<file path="config.mk">
export PLATFORM = sky130hd
export DESIGN_NAME = hbwif_word_aligner
export DESIGN_NICKNAME = d
export VERILOG_FILES = /design/src/rtl/hbwif_aligner_pkg.sv /design/src/rtl/hbwif_pattern_matcher.sv /design/src/rtl/hbwif_word_aligner.sv
export SDC_FILE = /design/constraint.sdc
export NUM_CORES = 1
export LEC_CHECK = 0
export CAP_MARGIN = 20
export CORE_MARGIN = 2
export CORE_UTILIZATION = 45
export CTS_CLUSTER_SIZE = 28
export DETAILED_ROUTE_END_ITERATION = 8
export GPL_TIMING_DRIVEN = 0
export PLACE_DENSITY = 0.65
export SYNTH_ARGS = -nofsm -noshare
export SYNTH_HDL_FRONTEND = slang
export SYNTH_HIERARCHICAL = 1
export SYNTH_SLANG_ARGS = --single-unit
</file>
<file path="constraint.sdc">
create_clock -name clock -period 7 [get_ports clock]
set_input_delay 1.4 -clock clock [delete_from_list [all_inputs] [get_ports clock]]
set_output_delay 1.4 -clock clock [all_outputs]
set_load 0.1 [all_outputs]
</file>
<file path="src/rtl/hbwif_aligner_pkg.sv">
// Shared types and constants for the HBWIF RX word aligner.
package hbwif_aligner_pkg;

    typedef enum logic [1:0] {
        SEARCH = 2'd0,
        VERIFY = 2'd1,
        LOCKED = 2'd2
    } state_e;

    localparam int RELOCK_CNT_W = 8;

    function automatic int max2(input int a, input int b);
        return (a > b) ? a : b;
    endfunction

endpackage

</file>
<file path="src/rtl/hbwif_pattern_matcher.sv">
// Compares every WIDTH-bit window of the concatenated word pair against the sync pattern.
module hbwif_pattern_matcher
    import hbwif_aligner_pkg::*;
#(
    parameter int WIDTH = 10
) (
    input  logic [2*WIDTH-2:0]         cat,
    input  logic [WIDTH-1:0]           pattern,
    output logic [WIDTH-1:0]           match,
    output logic [$clog2(WIDTH)-1:0]   kmin,
    output logic                       any_hit
);
    localparam int OW = $clog2(WIDTH);

    for (genvar k = 0; k < WIDTH; k++) begin : g_win
        assign match[k] = (cat[k +: WIDTH] == pattern);
    end

    assign any_hit = |match;

    // Walk downward so the lowest matching offset wins.
    always_comb begin
        kmin = '0;
        for (int k = WIDTH - 1; k >= 0; k--) begin
            if (match[k]) kmin = OW'(k);
        end
    end

endmodule

</file>
<file path="src/rtl/hbwif_word_aligner.sv">
// RX word aligner: finds the sync-pattern bit offset, locks after repeated agreement,
// and emits aligned words while locked.
module hbwif_word_aligner
    import hbwif_aligner_pkg::*;
#(
    parameter int               WIDTH        = 10,
    parameter logic [WIDTH-1:0] PATTERN      = 10'b0101111100,
    parameter int               LOCK_COUNT   = 4,
    parameter int               UNLOCK_COUNT = 2
) (
    input  logic                       clock,
    input  logic                       reset,
    input  logic [WIDTH-1:0]           io_rx_in,
    input  logic                       io_rx_in_valid,
    input  logic                       io_bit_reverse,
    input  logic                       io_realign,
    output logic [WIDTH-1:0]           io_rx_out,
    output logic                       io_rx_out_valid,
    output logic                       io_locked,
    output logic [$clog2(WIDTH)-1:0]   io_offset,
    output logic [7:0]                 io_relock_count
);
    localparam int OW = $clog2(WIDTH);
    localparam int CW = $clog2(max2(LOCK_COUNT, UNLOCK_COUNT) + 1);
    localparam logic [CW-1:0] LOCK_C   = CW'(LOCK_COUNT);
    localparam logic [CW-1:0] UNLOCK_C = CW'(UNLOCK_COUNT);

    state_e                  state_q, state_d;
    logic [WIDTH-1:0]        prev_q, prev_d;
    logic [OW-1:0]           offset_q, offset_d;
    logic [CW-1:0]           cnt_q, cnt_d, cnt_inc;
    logic [RELOCK_CNT_W-1:0] relock_q, relock_d;
    logic [WIDTH-1:0]        rx_out_q, rx_out_d;
    logic                    rx_out_valid_q, rx_out_valid_d;

    logic [WIDTH-1:0]        d_rev, d;
    logic [2*WIDTH-2:0]      cat;
    logic [WIDTH-1:0]        match;
    logic [OW-1:0]           kmin;
    logic                    any_hit, hit_same, hit_other;

    always_comb begin
        d_rev = '0;
        for (int i = 0; i < WIDTH; i++) d_rev[i] = io_rx_in[WIDTH-1-i];
    end

    assign d = io_bit_reverse ? d_rev : io_rx_in;
    // The top bit of {d, prev} never lands in any window, so it is dropped.
    assign cat = {d[WIDTH-2:0], prev_q};

    hbwif_pattern_matcher #(.WIDTH(WIDTH)) u_match (
        .cat     (cat),
        .pattern (PATTERN),
        .match   (match),
        .kmin    (kmin),
        .any_hit (any_hit)
    );

    assign hit_same  = match[offset_q];
    assign hit_other = any_hit & ~hit_same;
    assign cnt_inc   = cnt_q + 1'b1;

    always_comb begin
        state_d        = state_q;
        prev_d         = prev_q;
        offset_d       = offset_q;
        cnt_d          = cnt_q;
        relock_d       = relock_q;
        rx_out_d       = rx_out_q;
        rx_out_valid_d = 1'b0;
        if (io_rx_in_valid) begin
            prev_d         = d;
            rx_out_d       = cat[offset_q +: WIDTH];
            rx_out_valid_d = (state_q == LOCKED);
            case (state_q)
                SEARCH: if (any_hit) begin
                    offset_d = kmin;
                    if (LOCK_COUNT == 1) begin
                        state_d = LOCKED;
                        cnt_d   = '0;
                    end else begin
                        state_d = VERIFY;
                        cnt_d   = CW'(1);
                    end
                end
                VERIFY: if (hit_same) begin
                    if (cnt_inc == LOCK_C) begin
                        state_d = LOCKED;
                        cnt_d   = '0;
                    end else begin
                        cnt_d = cnt_inc;
                    end
                end else if (hit_other) begin
                    offset_d = kmin;
                    cnt_d    = CW'(1);
                end
                LOCKED: if (hit_same) begin
                    cnt_d = '0;
                end else if (hit_other) begin
                    // Offset is kept; the next SEARCH hit replaces it.
                    if (cnt_inc == UNLOCK_C) begin
                        state_d  = SEARCH;
                        cnt_d    = '0;
                        relock_d = (relock_q == '1) ? relock_q : relock_q + 1'b1;
                    end else begin
                        cnt_d = cnt_inc;
                    end
                end
                default: state_d = SEARCH;
            endcase
        end
        if (io_realign) begin
            state_d = SEARCH;
            cnt_d   = '0;
        end
    end

    always_ff @(posedge clock or posedge reset) begin
        if (reset) begin
            state_q        <= SEARCH;
            prev_q         <= '0;
            offset_q       <= '0;
            cnt_q          <= '0;
            relock_q       <= '0;
            rx_out_q       <= '0;
            rx_out_valid_q <= 1'b0;
        end else begin
            state_q        <= state_d;
            prev_q         <= prev_d;
            offset_q       <= offset_d;
            cnt_q          <= cnt_d;
            relock_q       <= relock_d;
            rx_out_q       <= rx_out_d;
            rx_out_valid_q <= rx_out_valid_d;
        end
    end

    assign io_rx_out       = rx_out_q;
    assign io_rx_out_valid = rx_out_valid_q;
    assign io_locked       = (state_q == LOCKED);
    assign io_offset       = offset_q;
    assign io_relock_count = relock_q;

endmodule

</file>
; Yosys cells after proc, flatten, opt, wreduce, memory -nomap -nowiden
; Cells that the tools add are included.
; Widths: inputs -> output; s select.
[op_classes]
n_addsub = 2
n_mul = 0
n_div = 0
magnitude_cmp = 1
eq_ne = 26
shift = 1
n_mux = 37
n_bitwise = 3
n_reduce_logical = 9
[op_table]
columns = operator, count
row1 = $eq 10x9->1 const B, 10
row2 = $mux 4, 13
row3 = $mux 3, 9
row4 = $shiftx 19x5->10, 1
row5 = $mux 2, 8
row6 = $ne 3x3->1 const B, 4
row7 = $mux 10, 1
row8 = $reduce_and 5->1, 2
row9 = $reduce_or 10->1, 1
row10 = $pmux 3 s3, 1
row11 = $add 8x1->8 const B, 1
row12 = $eq 8x8->1 const B, 1
row13 = $pmux 4 s2, 1
row14 = $reduce_and 7->1, 1
row15 = $ne 2x2->1 const B, 3
row16 = $ne 3x2->1 const B, 2
row17 = $pmux 2 s3, 1
row18 = $reduce_and 6->1, 1
row19 = $lt 4x5->1 const B, 1
row20 = $bmux 1 s4, 1
row21 = $ne 4x2->1 const B, 1
row22 = $ne 4x4->1 const B, 1
row23 = $reduce_bool 2->1, 2
row24 = $reduce_bool 4->1, 1
row25 = 9 further kinds, 11
[totals]
register_bits = 38
latch_bits = 0
mem_bits_rw = 0
rom_bits = 0
input_bits = 15
out_inout_bits = 24
elab_cells = 86
n_memories = 0

; Longest topological paths before layout
; Gate-level depths: netlist of the first run.
[logic_depth]
word_depth = 15
mapped_depth = 14
depth_no_buf = 13

; By module
; Netlist of the first run, hierarchy kept.
[by_module_without_submodules]
columns = mod, n_inst, cells_each, area_per_inst_um2, seq_area_each_um2
row1 = hbwif_word_aligner, 1, 248, 2788.9, 950.9
row2 = hbwif_pattern_matcher, 1, 171, 1482.7, 0.0

; Worst setup path after synthesis of the first run
; Ideal clock, no wire load.
[synth_path]
path_kind = in2reg
start = input io_bit_reverse
end = register offset_q[0], in the netlist io_offset[0]
setup_ns = 0.125
arrival_time_ns = 3.966
slack_ns = 2.909
cell_stages = 12
path_cell_list = mux2_2 -> buf_6 -> xor2_1 -> nor4_1 -> nand4_1 -> inv_1 -> mux2i_1 -> a221oi_1 -> a21boi_2 -> mux2_2 -> nand3_1 -> mux2_2
[synth_between]
elab_cells_between_ends = 33
[synth_rtl]
columns = element, line_no
row1 = "start, declared", hbwif_word_aligner.sv:15  ; input logic io_bit_reverse,
row2 = $mux 10 (*), hbwif_word_aligner.sv:47  ; assign d = io_bit_reverse ? d_rev : io_rx_in;
row3 = $eq 10x9->1 (*), hbwif_pattern_matcher.sv:16  ; assign match[k] = (cat[k +: WIDTH] == pattern);
row4 = via match[1], hbwif_word_aligner.sv:38  ; logic [WIDTH-1:0] match;
row5 = $bmux 1 s4, hbwif_word_aligner.sv:59  ; assign hit_same = match[offset_q];
row6 = $mux 1 (implied by the code), hbwif_word_aligner.sv:59
row7 = $not 1->1 (no source line), -
row8 = $and 1x1->1, hbwif_word_aligner.sv:60  ; assign hit_other = any_hit & ~hit_same;
row9 = $ne 2x2->1 (no source line), -
row10 = $reduce_and 5->1 (no source line), -
row11 = "end signal, assigned", hbwif_word_aligner.sv:130  ; offset_q <= offset_d;
row12 = "end, declared", hbwif_word_aligner.sv:30  ; logic [OW-1:0] offset_q, offset_d;
; Mark *: on every way through the listed nets, which the timed path passes. The rest lies on a longest branch. The select of a mux whose other input is x is not followed.
; A chain may end at the register's enable or synchronous reset.

; Worst setup path after layout of the first run
[layout_path]
start = input io_bit_reverse
end = register offset_q[0], in the netlist io_offset[0]
[layout_between]
elab_cells_between_ends = 33
[layout_rtl]
columns = element, line_no
row1 = $mux 10 (*), hbwif_word_aligner.sv:47
row2 = via d[0], hbwif_word_aligner.sv:36  ; logic [WIDTH-1:0] d_rev, d;
row3 = $eq 10x9->1 (*), hbwif_pattern_matcher.sv:16
row4 = via match[1], hbwif_word_aligner.sv:38
row5 = $bmux 1 s4, hbwif_word_aligner.sv:59
row6 = $mux 1 (implied by the code), hbwif_word_aligner.sv:59
row7 = $not 1->1 (no source line), -
row8 = $and 1x1->1, hbwif_word_aligner.sv:60
row9 = $ne 2x2->1 (no source line), -
row10 = $reduce_and 5->1 (no source line), -
; Marks and branches as above.

==> reports/qor.txt, run 1 <==
post-synthesis simple-gate area fraction - 0.156
Critical Path Source Type - input pin
Post-CTS Hold Fix Bufs - 0
Die X - 101 um
Final GP Congestion - 0.849
largest family of logic cells by synthesized area - multiplexers
Synth Instances - 419
RSZ-0062 raised after global routing - no
Starting Density - 0.462
sequential standard cell area - 951 um^2
post-synthesis compound-gate area fraction - 0.0603
post-synthesis instance area - 4270 um^2
DRC violations left - 0
XOR/XNOR Fraction of Synth Area - 0.223
DIE AREA - 10300 um^2
# port buffers - 37
clock sinks - 38
Final setup viols - 0
Netlist cell types - 55
setup_tns - 0 ps
Data arrival, critical path - 5050 ps
status - finished clean
Post-Synth Adder-Cell Area - 0.0234
final core utilization - 0.533
largest net degree at the start of global routing - 39
via/cell ratio - 5.47
layout filler cell count - 851
final setup margin - 2120 ps
remaining global-route overflow - 0
antenna violations before repair - 0
CTS tree - yes
total number of vias - 3290
Clock Path Buffers - 2
Routed WL per cell - 17.0 um
row cnt - 35
DP HPWL - 7.69 mm
total inserted antenna cells - 0
Post-Route WL - 10.2 mm
asr flop ratio synth - 1.00
Tightest Hold Check Type - register to register
proportion of layout cells with a drive suffix above 1 - 0.206
max-slew violations - 0
actual slew at the worst max-slew pin - 995 ps
TritonCTS Buffers - 5
worst skew pair latency - 290 ps
YS warnings - 6
crit path max fanout - 9
Achievable Freq - 205 MHz
post-layout min period - 4880 ps
chip height - 101 um
Pwr Density - 150 nW/um^2
antenna viol nets, final - 0
maximum vdd drop - 0.197 mV
Setup CP Type - input pin to register
Crit. End Element - register
vias in the first global route - 3302
Pleak - 1.83 nW
period utilization - 0.697
CTS H-Tree Depth - 2
post-synthesis register bit count - 38
Max Cap Viol - 0
Multi-input gate area - 3000 um^2
register area share after synthesis - 0.223
relative slew slack - 0.335
synthesized area per cell - 10.2 um^2
clock-pin slew on the worst setup and hold paths - 80 ps
Final Non-Filler Cells - 601
first-pass GRT wire length - 17.1 mm
Iter 0 DRT Violations - 166
Placed Cells - 593
Final Hold Vio Count - 0
Core ar. - 9240 um^2
Setup Skew - 5.84 ps
Post-CTS Resized - 0
Post-synth EDFFs - 0
overall routing resource usage - 0.211
drt pass-1 iters - 4
layout net count - 494
top_reg_cell synth - dfrtp_1
IO Count - 39
Syn-to-layout area delta - 15.4%
CTS root buf - clkbuf_8
Worst EP required - 7170 ps
Place WS - 1870 ps
mux cell area share after synthesis - 0.231
number of buffers added for setup after CTS - 0
## worst max-delay path, cell delays in order
cell and delay (ps):
clkdlybuf4s50_1 560, mux2_2 430, buf_6 180, xor2_1 160, nor4_1 300, nand4_1 180
inv_1 130, mux2i_1 100, a221oi_1 520, a21boi_2 210, mux2_2 300, nand3_1 180
mux2_2 380
## metrics by stage
step	total power [mW]	hold slack, ps	cell area [um^2]
after floorplan	0.511	508	4300
after global placement	0.572	484	4830
after detailed placement	0.577	496	4830
after CTS	0.741	509	4930
after global routing	0.774	525	4930
final	0.739	501	4930
## path summary, 6_finish.rpt
check / startpoint / to / slack, ps / cells after the start
worst max-delay path: io_bit_reverse / io_offset[0] / 2120 / 13
worst min-delay path: io_relock_count[6] / io_relock_count[6] / 500 / 1
worst max register to register: prev_q[5] / io_offset[0] / 3810 / 11
worst min register to register: io_relock_count[6] / io_relock_count[6] / 500 / 1
max in group asynchronous: reset / io_rx_out[8] / 4910 / 2
min in group asynchronous: reset / io_relock_count[7] / 1590 / 2
## synthesized netlist by cell type, drive strengths merged, types with 2 or more instances
master	number	area [um^2]
nor4b	2	32.5
nand2b	3	18.8
nand3	4	20.0
ha	8	100
nor2	21	78.8
clkbuf	7	47.5
or2	2	12.5
o21bai	2	15.0
nor3b	3	22.5
nand4b	2	17.5
mux2	32	364
buf	30	258
and2	4	25.0
a21boi	2	18.8
nor4	13	166
xnor2	74	648
o31ai	2	15.0
a41oi	2	17.5
a21oi	11	55.1
mux2i	28	280
a22oi	2	15.0
inv	11	41.3
dfrtp	38	951
nor2b	7	43.8
xor2	35	307
mux4	15	342
nand2	12	45.0
nand4	24	150
a211oi	2	15.0
conb	2	7.51
o31a	2	17.5
o21ai	5	25.0
nand3b	2	15.0
## metal layers
layer  part of all wire  track usage
met5                  0            0
met4              0.013       0.0395
met3              0.032       0.0262
met2               0.49        0.352
met1               0.47        0.299
## cell usage in the layout (no fill, tap or decap), types with 5 or more instances in the layout
cell type        instances
buf_4                    5
xor2_1                  35
buf_2                    8
nor2_1                  21
inv_1                   10
nand4_1                 24
mux4_2                  14
ha_1                     8
mux2i_1                 28
nor2b_1                  7
dfrtp_1                 38
clkdlybuf4s50_1         37
buf_8                    5
nor4_1                   5
clkbuf_8                 8
a21oi_1                 11
buf_6                    8
nand2_1                 12
o21ai_0                  5
mux2_2                  31
xnor2_1                 74
conb_1                  10
## power by group
part           total, mW  leakage [nW]  switching (mW)  internal [mW]
logic              0.326          1.30           0.195          0.131
registers          0.251         0.482          0.0151          0.236
clock network      0.162        0.0472          0.0826         0.0793
## registers in the layout (all words and copies together), names as in the netlist
signal / cells
io_rx_out: 10
state_q: 2
io_offset: 4
cnt_q: 3
io_rx_out_valid: 1
prev_q: 10
io_relock_count: 8
## cells by family after synthesis
logic type | Yosys count
XOR/XNOR | 109
adder cells (fa/ha/maj) | 8
multiplexers | 75
AND/OR/NAND/NOR | 102
buffers and inverters | 48
flip-flops | 38
AO/OA/AOI/OAI | 37
other | 2
## final cells by class
cell class | count | share of cell area
plain buffers | 37 | 0.0619
clock buffers | 6 | 0.0168
clock inverters | 2 | 0.00254
inverters | 11 | 0.00838
multi-input cells | 341 | 0.610
flip-flops and latches | 38 | 0.193
well taps | 129 | 0.0327
repair buffers | 37 | 0.0751
No activity file was read; power rests on OpenSTA's default activity.
==> inputs of run 2 (changes only) <==
- clock period: 7 -> 5.04 ns (I/O delays scaled with it)
==> results of run 2 <==
The final DEF is identical to that of run 1. Status: finished clean.
Main changes from that run: setup slack after placement 1870 ps -> 301 ps; setup slack after layout 2120 ps -> 550 ps; register-to-register setup slack 3810 ps -> 1850 ps; total power 0.739 mW -> 1.03 mW; worst IR drop on VDD 0.197 mV -> 0.274 mV
